$ cat config.mk
export PLATFORM = sky130hd
export DESIGN_NAME = mat_seq_control
export DESIGN_NICKNAME = d
export VERILOG_FILES = /design/src/rtl/mat_seq_control.sv
export SDC_FILE = /design/constraint.sdc
export NUM_CORES = 1
export LEC_CHECK = 0
export BUFFER_PORTS_ARGS = -buffer_cell sky130_fd_sc_hd__buf_2
export CORE_MARGIN = 4
export CORE_UTILIZATION = 34
export DETAILED_ROUTE_END_ITERATION = 8
export GPL_TIMING_DRIVEN = 0
export PLACE_DENSITY = 0.44
export SETUP_SLACK_MARGIN = 0.3
export SLEW_MARGIN = 20
export SYNTH_ARGS = -nofsm -noshare
export SYNTH_HDL_FRONTEND = slang
export SYNTH_SLANG_ARGS = --single-unit
export TNS_END_PERCENT = 20
$ cat constraint.sdc
create_clock -name clk_i -period 5.1 [get_ports clk_i]
set_clock_uncertainty 0.05 [all_clocks]
set_input_delay 1.02 -clock clk_i [delete_from_list [all_inputs] [get_ports clk_i]]
set_output_delay 1.02 -clock clk_i [all_outputs]
set_load 0.03 [all_outputs]
$ cat src/rtl/mat_seq_control.sv
// Instruction sequencer for one matrix unit and its row cache: loadable program,
// fixed-latency SETW/MULT strobes, one level of counted loops.
// Optional perf counters are compiled in with MAT_SEQ_PERF_EN.
module mat_seq_control #(
  parameter int WIDTH        = 16,
  parameter int CACHE_SIZE   = 8,
  parameter int INST_DEPTH   = 32,
  parameter int UNIT_LATENCY = 16,
  localparam int WIDTH_ADDR_SIZE = $clog2(WIDTH),
  localparam int CACHE_ADDR_SIZE = $clog2(CACHE_SIZE),
  localparam int INST_ADDR_SIZE  = $clog2(INST_DEPTH)
) (
  input  logic                       clk_i,
  input  logic                       rst_ni,
  input  logic                       inst_we_i,
  input  logic [INST_ADDR_SIZE-1:0]  inst_waddr_i,
  input  logic [27:0]                inst_wdata_i,
  input  logic                       start_i,
  output logic                       busy_o,
  output logic                       done_o,
  output logic                       error_o,
  output logic                       cache_rd_en_o,
  output logic [CACHE_ADDR_SIZE-1:0] cache_rd_addr_o,
  output logic                       cache_wr_en_o,
  output logic [CACHE_ADDR_SIZE-1:0] cache_wr_addr_o,
  output logic                       unit_set_weight_o,
  output logic [WIDTH_ADDR_SIZE-1:0] unit_set_weight_row_o,
  output logic                       unit_valid_o
`ifdef MAT_SEQ_PERF_EN
  ,
  output logic [31:0]                perf_cycles_o,
  output logic [15:0]                perf_mults_o
`endif
);

  localparam int PCW = INST_ADDR_SIZE + 1;
  localparam int WCW = $clog2(UNIT_LATENCY + 1);
  localparam int IMEM = 1 << INST_ADDR_SIZE;

  localparam logic [3:0] OP_NOP  = 4'd0;
  localparam logic [3:0] OP_SETW = 4'd1;
  localparam logic [3:0] OP_MULT = 4'd2;
  localparam logic [3:0] OP_LOOP = 4'd3;
  localparam logic [3:0] OP_HALT = 4'd4;

  localparam logic [2:0] S_IDLE      = 3'd0;
  localparam logic [2:0] S_EXEC      = 3'd1;
  localparam logic [2:0] S_SETW2     = 3'd2;
  localparam logic [2:0] S_MULT_WAIT = 3'd3;
  localparam logic [2:0] S_MULT_WB   = 3'd4;

  logic [2:0]     state_q, state_d;
  logic [PCW-1:0] pc_q, pc_d;
  logic           loop_act_q, loop_act_d;
  logic [7:0]     loop_cnt_q, loop_cnt_d;
  logic [WCW-1:0] wait_q, wait_d;
  logic           error_q, error_d;

  logic [27:0]    imem [IMEM];
  logic [27:0]    inst;
  logic [3:0]     op;
  logic [7:0]     fa, fb, fp;
  logic           pc_ovf, illegal, halt_ex, err_ex, mult_wb;
  logic [PCW-1:0] pc_inc;

  // Program memory: written only while idle, never reset.
  always_ff @(posedge clk_i) begin
    if (inst_we_i && state_q == S_IDLE && 32'(inst_waddr_i) < INST_DEPTH)
      imem[inst_waddr_i] <= inst_wdata_i;
  end

  assign inst   = imem[pc_q[INST_ADDR_SIZE-1:0]];
  assign op     = inst[3:0];
  assign fa     = inst[11:4];
  assign fb     = inst[19:12];
  assign fp     = inst[27:20];
  assign pc_inc = pc_q + PCW'(1);

  // Stepping past the last word leaves pc == INST_DEPTH; that fetch acts as an erroring HALT.
  assign pc_ovf  = (pc_q == PCW'(INST_DEPTH));
  assign illegal = (op > OP_HALT);
  assign halt_ex = (state_q == S_EXEC) && (pc_ovf || illegal || op == OP_HALT);
  assign err_ex  = (state_q == S_EXEC) && (pc_ovf || illegal);

  always_comb begin
    state_d               = state_q;
    pc_d                  = pc_q;
    loop_act_d            = loop_act_q;
    loop_cnt_d            = loop_cnt_q;
    wait_d                = wait_q;
    error_d               = error_q;
    done_o                = 1'b0;
    cache_rd_en_o         = 1'b0;
    cache_rd_addr_o       = '0;
    cache_wr_en_o         = 1'b0;
    cache_wr_addr_o       = '0;
    unit_set_weight_o     = 1'b0;
    unit_set_weight_row_o = '0;
    unit_valid_o          = 1'b0;
    mult_wb               = 1'b0;
    case (state_q)
      S_IDLE: begin
        if (start_i) begin
          state_d    = S_EXEC;
          pc_d       = '0;
          loop_act_d = 1'b0;
          loop_cnt_d = '0;
          error_d    = 1'b0;
        end
      end
      S_EXEC: begin
        if (halt_ex) begin
          // The halt-decode cycle is the done cycle.
          done_o     = 1'b1;
          state_d    = S_IDLE;
          pc_d       = '0;
          loop_act_d = 1'b0;
          if (err_ex) error_d = 1'b1;
        end else begin
          case (op)
            OP_NOP: pc_d = pc_inc;
            OP_SETW: begin
              cache_rd_en_o   = 1'b1;
              cache_rd_addr_o = fa[CACHE_ADDR_SIZE-1:0];
              state_d         = S_SETW2;
            end
            OP_MULT: begin
              cache_rd_en_o   = 1'b1;
              cache_rd_addr_o = fa[CACHE_ADDR_SIZE-1:0];
              wait_d          = '0;
              state_d         = S_MULT_WAIT;
            end
            OP_LOOP: begin
              if (loop_act_q) begin
                if (loop_cnt_q != 8'd0) begin
                  loop_cnt_d = loop_cnt_q - 8'd1;
                  pc_d       = PCW'(fa[INST_ADDR_SIZE-1:0]);
                end else begin
                  loop_act_d = 1'b0;
                  pc_d       = pc_inc;
                end
              end else if (fp != 8'd0) begin
                loop_act_d = 1'b1;
                loop_cnt_d = fp - 8'd1;
                pc_d       = PCW'(fa[INST_ADDR_SIZE-1:0]);
              end else begin
                pc_d = pc_inc;
              end
            end
            default: ;
          endcase
        end
      end
      S_SETW2: begin
        unit_set_weight_o     = 1'b1;
        unit_set_weight_row_o = fp[WIDTH_ADDR_SIZE-1:0];
        pc_d                  = pc_inc;
        state_d               = S_EXEC;
      end
      S_MULT_WAIT: begin
        // First wait cycle presents the vector; UNIT_LATENCY more cycles follow.
        unit_valid_o = (wait_q == '0);
        if (wait_q == WCW'(UNIT_LATENCY)) state_d = S_MULT_WB;
        else                              wait_d  = wait_q + WCW'(1);
      end
      S_MULT_WB: begin
        cache_wr_en_o   = 1'b1;
        cache_wr_addr_o = fb[CACHE_ADDR_SIZE-1:0];
        mult_wb         = 1'b1;
        pc_d            = pc_inc;
        state_d         = S_EXEC;
      end
      default: state_d = S_IDLE;
    endcase
  end

  assign busy_o  = (state_q != S_IDLE) && !halt_ex;
  assign error_o = error_q || err_ex;

  always_ff @(posedge clk_i or negedge rst_ni) begin
    if (!rst_ni) begin
      state_q    <= S_IDLE;
      pc_q       <= '0;
      loop_act_q <= 1'b0;
      loop_cnt_q <= '0;
      wait_q     <= '0;
      error_q    <= 1'b0;
    end else begin
      state_q    <= state_d;
      pc_q       <= pc_d;
      loop_act_q <= loop_act_d;
      loop_cnt_q <= loop_cnt_d;
      wait_q     <= wait_d;
      error_q    <= error_d;
    end
  end

`ifdef MAT_SEQ_PERF_EN
  logic [31:0] perf_cycles_q;
  logic [15:0] perf_mults_q;
  logic        start_acc;

  assign start_acc = (state_q == S_IDLE) && start_i;

  always_ff @(posedge clk_i or negedge rst_ni) begin
    if (!rst_ni) begin
      perf_cycles_q <= '0;
      perf_mults_q  <= '0;
    end else if (start_acc) begin
      perf_cycles_q <= '0;
      perf_mults_q  <= '0;
    end else begin
      if (busy_o && perf_cycles_q != '1) perf_cycles_q <= perf_cycles_q + 32'd1;
      if (mult_wb && perf_mults_q != '1) perf_mults_q <= perf_mults_q + 16'd1;
    end
  end

  assign perf_cycles_o = perf_cycles_q;
  assign perf_mults_o  = perf_mults_q;
`endif

  logic unused_fields;
  assign unused_fields = ^{fa, fb, fp};

endmodule

==> reports/qor.csv <==
metric,value,unit
Mapped Cells,1319,
number of global-route vias before repair,14400,
post-layout util,41.9,%
FP Rows,102,
gr usage total,19.1,%
residual DRC count,0,
pwr/cell area,422,mW/mm^2
Synth Cell Area,0.0266,sq mm
post-synth top area share,72.3,%
Clock Sinks,664,
Placement Setup Slack,-0.889,ns
Slew Limit Fails,0,
status,"finished, final reports clean",
Final Power,13.7,mW
grt ovf,0,
leakage,10.3,nW
Clock Tree Buf Depth,3,
Worst R2R Setup Slack,0.99,ns
IO Pins,54,
actual slew at the worst max-slew pin,1.01,ns
FF-to-FF Start,pc_q[0],
Root Buffer,clkbuf_16,
"Clk Latency, worst-skew pair",0.61,ns
"antenna viol nets, final",0,
DIE AREA,0.0828,sq mm
final setup margin,0.382,ns
Finish-stage setup viols,0,
Initial DRC Count,1271,
critical path type,reg -> out,
CTS tree,done,
Starting Density,34.3,%
Worst setup SP type,flop,
Reg-to-Reg End,pc_q[4],
number of buffers created by CTS,75,
most common cell in the netlist,edfxtp_1,
sequential area share after synthesis,74.5,%
first-pass GRT wire length,111,mm
crit path time final,4.72,ns
synthesis-stage register bit count,664,
share of cells above drive strength 1,31.5,%
routed len/inst,29.8,microns
"Avg Cell Area, Syn",20.2,sq um
CORE AREA,0.0775,sq mm
# port buffers,45,
ys flop type,edfxtp_1,
initial antenna violation count,2,
reg2reg path depth,14,
nets,1561,
fmax,212,MHz
DP HPWL,51.4,mm
count of flip-flops with a built-in enable after synthesis,640,
most frequent cells after synthesis,"640 x edfxtp_1, 126 x mux4_2, 60 x mux2i_1, 56 x nor2_1, 54 x nand2_1",
Vias/cell,5.25,
Post-Syn Nets,1361,
"Hold Violations, Final",0,
Relative slew margins,32.8,%
crit path capture type,output pin,
VDD IR max,0.231,mV
DIE HEIGHT,288,microns
CTS Hold Bufs,0,
Via Count,13800,
CP Max Fanout,5,
final WL,78.1,mm
HP Class,in -> async,
Critical Path AT,3.65,ns
critical path required time,4.03,ns
htree depth,3,
period utilization,92.5,%
RSZ-0062 raised after global routing,yes,
yosys warns,0,
crit path launch,pc_q[0],
Filler cells,6797,
largest net degree at the start of global routing,33,
Worst-path clk slew,0.06,ns
GP Congestion,0.756,
Die Wd,288,microns
drt first pass iters,7,
max-cap violations,0,
Async SR Flop Fraction,3.61,%
Cell variety after synth,80,
leading post-synthesis cells by cell area,"edfxtp_1 72%, mux4_2 11%, dfrtp_1 2.3%",
top cell type by total area after synthesis,edfxtp_1,
Area Growth Syn to Fin,22.0,%
[area by class of cell]
type	instances	area [sq um]	share of cell area [%]
Clock inverter	39	304	0.937
Tap cell	1040	1300	4.01
Buffer	70	749	2.31
Antenna cell	1	2.50	0.00771
Sequential cell	664	19800	61.1
Timing Repair Buffer	123	1590	4.89
Inverter	13	52.6	0.162
Multi-Input combinational cell	572	6650	20.5
Clock buffer	98	1980	6.12
[what timing repair did]
item                                    CTS  global route
gates resized for setup                 116            10
endpoints found under the hold margin     0             0
buffers inserted                         34             7
gates cloned                              2             0
endpoints found under the setup margin   33            10
pin swaps                                 4             1
[worst max path at each step]
stage,to,slack [ns]
3_5_place_dp,cache_rd_addr_o[1],-0.89
3_3_place_gp,cache_rd_addr_o[1],-0.99
5_1_grt,cache_wr_addr_o[0],0.26
2_1_floorplan,cache_rd_addr_o[0],0.80
6_report,cache_wr_addr_o[1],0.38
4_1_cts,unit_set_weight_row_o[2],0.27
[per-stage QoR]
stage	instance area [sq um]	hold slack (ns)	cells	setup TNS [ns]
CTS	32400	0.351	2612	0
finish	32400	0.377	2620	0
global placement	28100	0.468	2404	-122.17
detailed placement	29300	0.474	2439	-6.44
floorplan	26600	0.433	1319	0
global route	32400	0.394	2619	0
[sequential cells by signal, summed over array words and instances, names as in the netlist]
| signal | flops |
|---|---|
| pc_q | 6 |
| state_q | 3 |
| imem | 640 |
| loop_act_q | 1 |
| loop_cnt_q | 8 |
| error_q | 1 |
| wait_q | 5 |
[cells by family after synthesis]
| kind of cell | Yosys count | share of synthesized area [%] |
|---|---|---|
| xor gates and xnor gates | 7 | 0.230 |
| and+or+nand+nor | 187 | 3.44 |
| adders and majority gates | 5 | 0.235 |
| muxes | 227 | 15.3 |
| AOI/OAI and AO/OA | 146 | 4.35 |
| buffers and inverters | 83 | 1.92 |
| DFF | 664 | 74.5 |
[routing by layer]
layer	GRT usage, %	wire length (microns)
met1	25.9	33800
met2	32.6	39300
met3	2.78	3270
met4	4.99	1660
met5	0	0
[placed cells by master, fill, tap and decap left out, drive strengths merged, types with 6 or more instances in the layout]
| cell | n |
|---|---|
| nor2 | 56 |
| mux4 | 136 |
| nand3 | 19 |
| o221ai | 10 |
| a22o | 9 |
| mux2 | 31 |
| o31ai | 6 |
| nand2 | 54 |
| nand2b | 6 |
| and2 | 8 |
| buf | 169 |
| o211ai | 12 |
| nor2b | 8 |
| clkinv | 29 |
| mux2i | 60 |
| dfrtp | 24 |
| nor3 | 6 |
| o21ai | 22 |
| a211o | 6 |
| inv | 17 |
| edfxtp | 640 |
| clkbuf | 121 |
| and3 | 6 |
| a22oi | 12 |
| a21oi | 15 |
| o22ai | 7 |
| a211oi | 7 |
[report_power, final]
group	switching [mW]	total, mW	internal (mW)
clock network	2.15	5.10	2.95
registers	0.0348	6.11	6.07
logic	1.34	2.47	1.13
total	3.52	13.7	10.2
[worst max-delay path, stage by stage, from the launching register on]
cell and delay, ns:
dfrtp_1 0.43, buf_6 0.16, buf_12 0.13, buf_12 0.14, buf_12 0.13, buf_16 0.13
buf_12 0.14, buf_12 0.14, buf_16 0.14, buf_4 0.15, mux4_2 0.43, mux4_2 0.47
nand2_1 0.10, a21oi_1 0.11, buf_2 0.22
Note: power is estimated with default switching activity, not from simulation.
